<file path="src/rtl/qspi_seq_pkg.sv">
// ---------------------------------------------------------------------------
// qspi_seq_pkg
//
// Shared definitions for the QSPI flash command sequencer:
//   - seq_state_t : sequencer FSM states
//   - seq_op_t    : host operation codes (READ / WRITE_RAW)
//   - QSPI core register addresses and control-word bit positions
//   - build_ctrl(): assembles the base control word for an operation
// ---------------------------------------------------------------------------
package qspi_seq_pkg;

  typedef enum logic [3:0] {
    S_IDLE     = 4'd0,
    S_WR_CMD   = 4'd1,
    S_WR_DATA  = 4'd2,
    S_WR_CTRL  = 4'd3,
    S_WAIT     = 4'd4,
    S_CLR_INTR = 4'd5,
    S_REL_INTR = 4'd6,
    S_CLR_CORE = 4'd7,
    S_DIS_CORE = 4'd8,
    S_RESP     = 4'd9
  } seq_state_t;

  typedef enum logic {
    OP_READ      = 1'b0,
    OP_WRITE_RAW = 1'b1
  } seq_op_t;

  // QSPI core register map
  localparam logic [23:0] QSPI_CTRL_ADDR = 24'd0;
  localparam logic [23:0] QSPI_CMD_ADDR  = 24'd4;
  localparam logic [23:0] QSPI_DATA_ADDR = 24'd8;
  localparam logic [23:0] QSPI_ICLR_ADDR = 24'd12;
  localparam logic [23:0] QSPI_STAT_ADDR = 24'd16;

  // Control register bit positions
  localparam int unsigned CTRL_START_BIT = 23;
  localparam int unsigned CTRL_CLR_BIT   = 24;
  localparam int unsigned CTRL_ENB_BIT   = 15;
  localparam int unsigned CTRL_WONLY_BIT = 16;

  localparam logic [31:0] CTRL_START_MASK = 32'd1 << CTRL_START_BIT;
  localparam logic [31:0] CTRL_CLR_MASK   = 32'd1 << CTRL_CLR_BIT;

  // Largest payload the core can shift out in one transfer
  localparam logic [5:0] MAX_WBITS = 6'd32;

  // Base control word (no start/clear bit). READ always fetches one 32-bit
  // word after a 24-bit address phase; WRITE_RAW shifts out wbits bits and
  // sets write-only so the core skips its receive phase.
  function automatic logic [31:0] build_ctrl(input seq_op_t    op,
                                             input logic [5:0] wbits,
                                             input logic [4:0] dummy);
    logic [31:0] cw;
    cw               = '0;
    cw[CTRL_ENB_BIT] = 1'b1;
    if (op == OP_READ) begin
      cw[5:0]   = 6'd24;
      cw[11:6]  = 6'd32;
      cw[22:18] = dummy;
    end else begin
      cw[5:0]            = (wbits > MAX_WBITS) ? MAX_WBITS : wbits;
      cw[CTRL_WONLY_BIT] = 1'b1;
    end
    return cw;
  endfunction

endpackage

</file>
<file path="src/rtl/qspi_flash_seq.sv">
// ---------------------------------------------------------------------------
// qspi_flash_seq
//
// Single-transaction front end for the QSPI core's register port. One host
// request (READ or WRITE_RAW) is turned into the core's register sequence:
// command, data, control+start; then the sequencer waits for the core's
// done interrupt, captures read data, clears the interrupt and the core,
// and presents a response.
//
// Optional build macro:
//   QSPI_SEQ_TIMEOUT_EN - adds a TIMEOUT_W-bit wait counter; an expired wait
//                         still runs the clear sequence and reports rsp_err_o.
//                         Undefined: WAIT is unbounded and rsp_err_o is 0.
//
// Ports:
//   clk_i, rst_ni            clock, asynchronous active-low reset
//   req_valid_i/req_ready_o  request handshake (ready only in IDLE)
//   req_op_i                 0 = READ, 1 = WRITE_RAW
//   req_addr_i               24-bit flash address (READ)
//   req_cmd_i                command byte (WRITE_RAW)
//   req_wdata_i, req_wbits_i payload and bit count 0..32 (WRITE_RAW)
//   rsp_valid_o/rsp_ready_i  response handshake
//   rsp_rdata_o, rsp_err_o   read data (0 for WRITE_RAW), timeout flag
//   we_o, re_o, be_o         core register write/read strobes, byte enables
//   addr_o, wdata_o          core register address and write data
//   rdata_i                  core register read data
//   intr_rx_i, intr_tx_i     core receive-done pulse, transmit-done level
// ---------------------------------------------------------------------------
module qspi_flash_seq
  import qspi_seq_pkg::*;
#(
  parameter logic [4:0]  DUMMY_CYCLES = 5'd8,
  parameter logic [7:0]  READ_CMD     = 8'h03,
  parameter int unsigned TIMEOUT_W    = 16
) (
  input  logic        clk_i,
  input  logic        rst_ni,

  input  logic        req_valid_i,
  output logic        req_ready_o,
  input  logic        req_op_i,
  input  logic [23:0] req_addr_i,
  input  logic [7:0]  req_cmd_i,
  input  logic [31:0] req_wdata_i,
  input  logic [5:0]  req_wbits_i,

  output logic        rsp_valid_o,
  input  logic        rsp_ready_i,
  output logic [31:0] rsp_rdata_o,
  output logic        rsp_err_o,

  output logic        we_o,
  output logic        re_o,
  output logic [3:0]  be_o,
  output logic [23:0] addr_o,
  output logic [31:0] wdata_o,
  input  logic [31:0] rdata_i,
  input  logic        intr_rx_i,
  input  logic        intr_tx_i
);

  if (TIMEOUT_W < 2) begin : g_timeout_w_check
    $error("qspi_flash_seq: TIMEOUT_W must be at least 2");
  end

  seq_state_t  state_q, state_d;
  seq_op_t     op_q, op_d;
  logic [7:0]  cmd_q, cmd_d;
  logic [31:0] data_q, data_d;
  logic [31:0] cw_q, cw_d;
  logic [31:0] rdata_q, rdata_d;

  logic accept;
  logic irq_done;
  logic tmo_hit;

  // Ready is gated with the reset so the host never sees it during reset.
  assign req_ready_o = (state_q == S_IDLE) && rst_ni;
  assign accept      = req_valid_i && req_ready_o;
  assign be_o        = 4'hF;

  // READ completes on the rx pulse, WRITE_RAW on the tx level.
  assign irq_done = (op_q == OP_READ) ? intr_rx_i : intr_tx_i;

`ifdef QSPI_SEQ_TIMEOUT_EN
  logic [TIMEOUT_W-1:0] tmo_cnt_q, tmo_cnt_d;
  logic                 err_q, err_d;

  assign tmo_hit = (state_q == S_WAIT) && (tmo_cnt_q == {TIMEOUT_W{1'b1}});

  // The counter idles at zero outside WAIT, so it starts from zero on every
  // WAIT entry. The error flag survives until the next accepted request.
  always_comb begin
    tmo_cnt_d = '0;
    err_d     = err_q;
    if (state_q == S_WAIT) begin
      tmo_cnt_d = tmo_cnt_q + 1'b1;
    end
    if (accept) begin
      err_d = 1'b0;
    end else if (tmo_hit && !irq_done) begin
      err_d = 1'b1;
    end
  end

  always_ff @(posedge clk_i or negedge rst_ni) begin
    if (!rst_ni) begin
      tmo_cnt_q <= '0;
      err_q     <= 1'b0;
    end else begin
      tmo_cnt_q <= tmo_cnt_d;
      err_q     <= err_d;
    end
  end

  assign rsp_err_o   = err_q;
  // Captured data is masked rather than overwritten, so the register only
  // ever changes on a real READ capture.
  assign rsp_rdata_o = ((op_q == OP_READ) && !err_q) ? rdata_q : '0;
`else
  assign tmo_hit     = 1'b0;
  assign rsp_err_o   = 1'b0;
  assign rsp_rdata_o = (op_q == OP_READ) ? rdata_q : '0;
`endif

  // Next-state and register-port outputs. Every write state lasts one
  // cycle; only WAIT and RESP can stall.
  always_comb begin
    state_d     = state_q;
    op_d        = op_q;
    cmd_d       = cmd_q;
    data_d      = data_q;
    cw_d        = cw_q;
    rdata_d     = rdata_q;
    we_o        = 1'b0;
    re_o        = 1'b0;
    addr_o      = QSPI_CTRL_ADDR;
    wdata_o     = '0;
    rsp_valid_o = 1'b0;

    case (state_q)
      S_IDLE: begin
        if (accept) begin
          op_d  = seq_op_t'(req_op_i);
          cmd_d = req_op_i ? req_cmd_i : READ_CMD;
          data_d = req_op_i ? req_wdata_i : {8'b0, req_addr_i};
          cw_d  = build_ctrl(seq_op_t'(req_op_i), req_wbits_i, DUMMY_CYCLES);
          state_d = S_WR_CMD;
        end
      end
      S_WR_CMD: begin
        we_o    = 1'b1;
        addr_o  = QSPI_CMD_ADDR;
        wdata_o = {24'b0, cmd_q};
        state_d = S_WR_DATA;
      end
      S_WR_DATA: begin
        we_o    = 1'b1;
        addr_o  = QSPI_DATA_ADDR;
        wdata_o = data_q;
        state_d = S_WR_CTRL;
      end
      S_WR_CTRL: begin
        we_o    = 1'b1;
        addr_o  = QSPI_CTRL_ADDR;
        wdata_o = cw_q | CTRL_START_MASK;
        state_d = S_WAIT;
      end
      S_WAIT: begin
        // Any address other than status returns the rx word, so the read
        // strobe is parked on the data register for the capture.
        re_o   = 1'b1;
        addr_o = QSPI_DATA_ADDR;
        if (irq_done) begin
          if (op_q == OP_READ) begin
            rdata_d = rdata_i;
          end
          state_d = S_CLR_INTR;
        end else if (tmo_hit) begin
          state_d = S_CLR_INTR;
        end
      end
      S_CLR_INTR: begin
        we_o    = 1'b1;
        addr_o  = QSPI_ICLR_ADDR;
        wdata_o = 32'd1;
        state_d = S_REL_INTR;
      end
      S_REL_INTR: begin
        we_o    = 1'b1;
        addr_o  = QSPI_ICLR_ADDR;
        wdata_o = 32'd0;
        state_d = S_CLR_CORE;
      end
      S_CLR_CORE: begin
        // Clear bit forces the core back to idle and drops its stop latch.
        we_o    = 1'b1;
        addr_o  = QSPI_CTRL_ADDR;
        wdata_o = cw_q | CTRL_CLR_MASK;
        state_d = S_DIS_CORE;
      end
      S_DIS_CORE: begin
        we_o    = 1'b1;
        addr_o  = QSPI_CTRL_ADDR;
        wdata_o = 32'd0;
        state_d = S_RESP;
      end
      S_RESP: begin
        rsp_valid_o = 1'b1;
        if (rsp_ready_i) begin
          state_d = S_IDLE;
        end
      end
      default: begin
        state_d = S_IDLE;
      end
    endcase
  end

  always_ff @(posedge clk_i or negedge rst_ni) begin
    if (!rst_ni) begin
      state_q <= S_IDLE;
      op_q    <= OP_READ;
      cmd_q   <= '0;
      data_q  <= '0;
      cw_q    <= '0;
      rdata_q <= '0;
    end else begin
      state_q <= state_d;
      op_q    <= op_d;
      cmd_q   <= cmd_d;
      data_q  <= data_d;
      cw_q    <= cw_d;
      rdata_q <= rdata_d;
    end
  end

endmodule
</file>
<file path="config.mk">
export PLATFORM = sky130hd
export DESIGN_NAME = qspi_flash_seq
export DESIGN_NICKNAME = d
export VERILOG_FILES = /design/src/rtl/qspi_seq_pkg.sv /design/src/rtl/qspi_flash_seq.sv
export SDC_FILE = /design/constraint.sdc
export NUM_CORES = 1
export LEC_CHECK = 0
export ABC_AREA = 1
export BUFFER_PORTS_ARGS = -buffer_cell sky130_fd_sc_hd__buf_2
export CAP_MARGIN = 5
export CORE_MARGIN = 1
export CORE_UTILIZATION = 45
export CTS_BUF_LIST = sky130_fd_sc_hd__clkbuf_16
export DETAILED_ROUTE_END_ITERATION = 7
export PLACE_DENSITY = 0.77
export RECOVER_POWER = 25
export SLEW_MARGIN = 0
export SYNTH_ARGS = -nofsm -noshare
export SYNTH_HDL_FRONTEND = slang
export SYNTH_SLANG_ARGS = --single-unit
</file>
<file path="constraint.sdc">
create_clock -name clk_i -period 2.14 [get_ports clk_i]
set_clock_uncertainty 0.05 [all_clocks]
set_input_delay 0.321 -clock clk_i [delete_from_list [all_inputs] [get_ports clk_i]]
set_output_delay 0.321 -clock clk_i [all_outputs]
set_load 0.01 [all_outputs]
</file>
# Yosys cells after proc, flatten, opt, wreduce, memory -nomap -nowiden
# Index checks and enable logic that the tools add are counted.
totals:
  wordCells: 47
  out_inout_bits: 97
  register_bits: 96
op_classes:
  n_reduce_logical: 9
  magnitude_cmp: 1
  muxes: 18
  eq_ne: 12
  bitwise: 1
ops:
  columns: ["cell", "n"]
  rows:
  - ["32-bit case mux with 5 select lines", 1]
  - ["32-bit two-way mux", 2]
  - ["4-bit case mux with 10 select lines", 1]
  - ["6-bit two-way mux", 3]
  - ["4-bit by 3-bit == test with 1-bit output, second input constant", 4]
  - ["4-bit two-way mux", 4]
  - ["4-bit case mux with 3 select lines", 1]
  - ["4-bit by 2-bit == test with 1-bit output, second input constant", 2]
  - ["4-bit == test, second input constant", 2]
  - ["8-bit two-way mux", 1]
  - ["7-bit OR reduction", 1]
  - ["6-bit > comparator, second input constant", 1]
  - ["2-bit inequality test, second input constant", 3]
  - ["3-bit AND reduction", 2]
  - ["1-bit two-way mux", 5]
  - ["4-bit by 1-bit == test with 1-bit output, second input constant", 1]
  - ["4-bit zero test", 1]
  - ["2-bit OR reduction", 2]
  - ["1-bit logical AND", 2]
  - ["2-bit AND reduction", 1]
  - ["1-bit inverter", 1]

# Longest topological paths before layout
depth:
  depth_word: 5
  depth_mapped: 8

# Worst setup path after synthesis
# Ideal clock, no wire load.
synth_path:
  path_type: "register to output"
  from: "register state_q[3]"
  to: "output port wdata_o[23]"
  arrival_time_ns: 1.248
  path_buffers: 1
  path_stages_with_launch: 7
  path_slack_ns: 0.521
  t_required_ns: 1.769
  path_cell_list: "dfrtp_1 > inv_1 > nand2_1 > nor2_1 > inv_1 > buf_2 > o21ai_0"
synth_between:
  elab_chain_cells: 2
  word_cells_on_any_way: 6
synth_lines:
  columns: ["item", "line_no", "rtl"]
  rows:
  - ["start, declared", "qspi_flash_seq.sv:66", "seq_state_t state_q, state_d;"]
  - ["start signal, assigned", "qspi_flash_seq.sv:229", "state_q <= state_d;"]
  - ["4-bit by 3-bit == test with 1-bit output (tied with other cells)", "qspi_flash_seq.sv:141", "case (state_q)"]
  - ["32-bit case mux with 5 select lines *", "qspi_flash_seq.sv:141", null]
  - ["end, declared", "qspi_flash_seq.sv:56", "output logic [31:0] wdata_o,"]
# Mark *: on every way between the ends. The rest lies on a longest branch, timed or not.

# Worst setup path after layout
layout_path:
  from: "register state_q[3]"
  to: "output port wdata_o[1]"
# The elaborated chain is that of the path after synthesis.

==> impl_results.md <==
* Cell Area, Synth at 4473 µm²
* GP Congestion at 0.8443
* Port buffer count at 178
* Critical Path AT at 1690 ps
* Flop2flop setup slack at 400 ps
* Cell area power density at 1298 nW/µm²
* RSZ-0062 raised after global routing: true
* Num Clock Sinks at 85
* WHS Endpoint: rdata_q[24]
* Max_slew headroom at 30.32%
* HPWL after DPL at 7923 µm
* Minimum clock period at 2065 ps
* Clock-pin slew on the worst setup and hold paths at 60 ps
* CP startpoint kind: flip-flop
* GRT overflow at 0
* Crit-path cells: inv_2 -> nand2_2 -> nor2_4 -> inv_1 -> buf_12 -> o211ai_1 -> buf_2
* CTS tree: yes
* Drc violations at 0
* Routed WL at 10860 µm
* Die height at 101.7 µm
* First-pass GRT wire length at 16910 µm
* Synth cell types at 25
* Commonest non-fill, non-tap cell in the layout: nand2_1
* Via Count at 4283
* Vias per inst at 4.691
* Place WS at 280.3 ps
* Die width at 101.7 µm
* Worst path max stage delay at 440 ps
* Die ar. at 10340 µm²
* Crit path max fanout at 31
* Initial core utilization at 46.19%
* Worst Hold Depth at 3
* Worst r2r path cells at 6
* Register bit count reported by yosys at 85
* Initial antenna violation count at 0
* Iter 0 DRT Violations at 128
* CP max stage cell: dfrtp_2
* Reg-to-reg endpoint: data_q[12]
* Hold WC Path Type: input pin to flip-flop
* Synth warnings at 0
* Data required, critical path at 1770 ps
* Leak Pwr at 0.003251 µW
* Highest clock rate at 484.2 MHz
* Syn Inst Count at 606
* Setup crit end kind: output port
* Commonest cells after routing, fill and taps aside: 180 x nand2_1, 177 x buf_2, 88 x nor2_1, 81 x dfrtp_1, 80 x inv_1
* GRT Total Usage at 21.19%
* Final setup violating endpoints at 0
* # IOs at 206
* Status: finished, final reports clean
* Worst Path Class, Setup: flip-flop to output port
* Share of cells above drive strength 1 at 28.97%
* Seq/Total Area, Yosys at 47.55%
* Hold_sp: rdata_i[24]
* H-tree depth at 3
* Synth-to-layout area growth at 26.13%
* WP buf/inv at 4
* WL/cell at 11.89 µm
* Syn avg cell area at 7.381 µm²
* MaxCap Viol Count at 0
* Diodes inserted at 0
* Final setup margin at 74.66 ps
* Core Area at 9684 µm²
* Remaining antenna violation count at 0
* Top delay family on crit path: buffers and inverters
* Peak VDD IR at 0.4852 mV
* Reg2Reg Launch Point: state_q[3]
* Latest clock arrival within the worst-skew pair at 320 ps
* Final net count at 884
* Total CTS buffers at 9
* DR pass1 iterations at 8
* Worst slew pin tran at 1045 ps
* Period Utilization, post-route at 96.51%
* Hold Fails Final Rpt at 0
* Clock buffer depth at 2
* Root Buffer: clkbuf_16
* Vias in the first global route at 3724
* Largest net degree at the start of global routing at 86
* Pins over their slew limit at 0
* CTS hold repair buffers at 0
* Setup TNS at 0 ps
* Row cnt at 36
==> synthesized netlist by cell type <==
cell	instances	share of area [%]
nor2_1	89	7.5
o21ai_2	6	1.2
buf_6	6	1.5
conb_1	2	0.17
buf_2	6	0.67
nand2_4	1	0.25
a31oi_1	1	0.14
nand2_2	2	0.28
o21ai_0	30	3.4
clkbuf_1	11	0.92
dfrtp_1	85	48
nand2_1	182	15
o21ai_1	15	1.7
nor3_1	1	0.11
nand3_1	2	0.22
nor3_4	1	0.36
a21oi_1	34	3.8
nand4_1	2	0.28
inv_1	80	6.7
clkbuf_2	2	0.22
buf_4	32	5.4
nor2_2	4	0.56
nor3b_1	3	0.50
o211ai_1	5	0.84
o22ai_1	4	0.56
==> cell families after synthesis <==
group	share of synthesized area [%]
flip-flops	47.55
other	0.1679
AND/OR/NAND/NOR	25.31
buffers and inverters	15.41
AO/OA/AOI/OAI	11.55
==> worst min-delay path, stage by stage <==
cell and delay (ps):
buf_2 70, nor2_1 30, a21oi_1 90
==> worst max-delay path by stage <==
stage          startpoint          end  slack, ps  cells past startpoint
2_1_floorplan  state_q[3]  wdata_o[23]        520                      6
3_3_place_gp   state_q[3]   wdata_o[2]        380                      7
3_5_place_dp   state_q[3]   wdata_o[1]        280                      7
4_1_cts        state_q[3]   wdata_o[1]         10                      7
5_1_grt        state_q[0]   wdata_o[1]        -20                      7
6_report       state_q[3]   wdata_o[1]         70                      7
==> sequential cells by signal (all words and copies together), names as in the netlist <==
register	cells
cmd_q	8
cw_q	9
data_q	32
rdata_q	32
state_q	4
==> report_power, final <==
group | total (µW) | internal [µW] | switching [µW]
clock network | 1480 | 887 | 592
logic | 3250 | 1220 | 2020
registers | 2600 | 2310 | 284
total | 7320 | 4420 | 2900
==> area by class of cell <==
type	count	area [µm²]
multi-input combinational	409	1763
sequential	85	2132
clock buffer	9	225.2
inverter	80	300.3
tap	133	166.4
clock inverter	7	58.81
fill	900	4043
timing repair buffer	190	996.0
==> stage by stage <==
step	hold WS, ps	cells	power [µW]	util (%)	area, µm²
final	187.0	913	7322	58.26	5642
after global routing	185.8	913	7912	58.26	5642
after CTS	177.5	910	7288	57.78	5595
after detailed placement	397.3	894	5776	54.78	5305
after global placement	399.7	894	5630	54.78	5305
after floorplan	-24.59	631	4614	-	4567
==> metal layers <==
metal | wire [µm] | share of wire [%] | track usage (%) | up-vias
li1 | - | - | - | 2120
met1 | 4692 | 43 | 26.80 | 1936
met2 | 5158 | 48 | 35.81 | 208
met3 | 819 | 7.5 | 4.072 | 19
met4 | 186 | 1.7 | 8.361 | 0
met5 | 0 | 0 | 0 | -
==> repair_timing <==
item                                    CTS  global route
pin swaps                                 0             2
endpoints found under the setup margin   11            19
buffers inserted                          0             3
resized for setup                         2            11
hold endpoints to repair                  0             0
(Power assumes the default switching activity.)
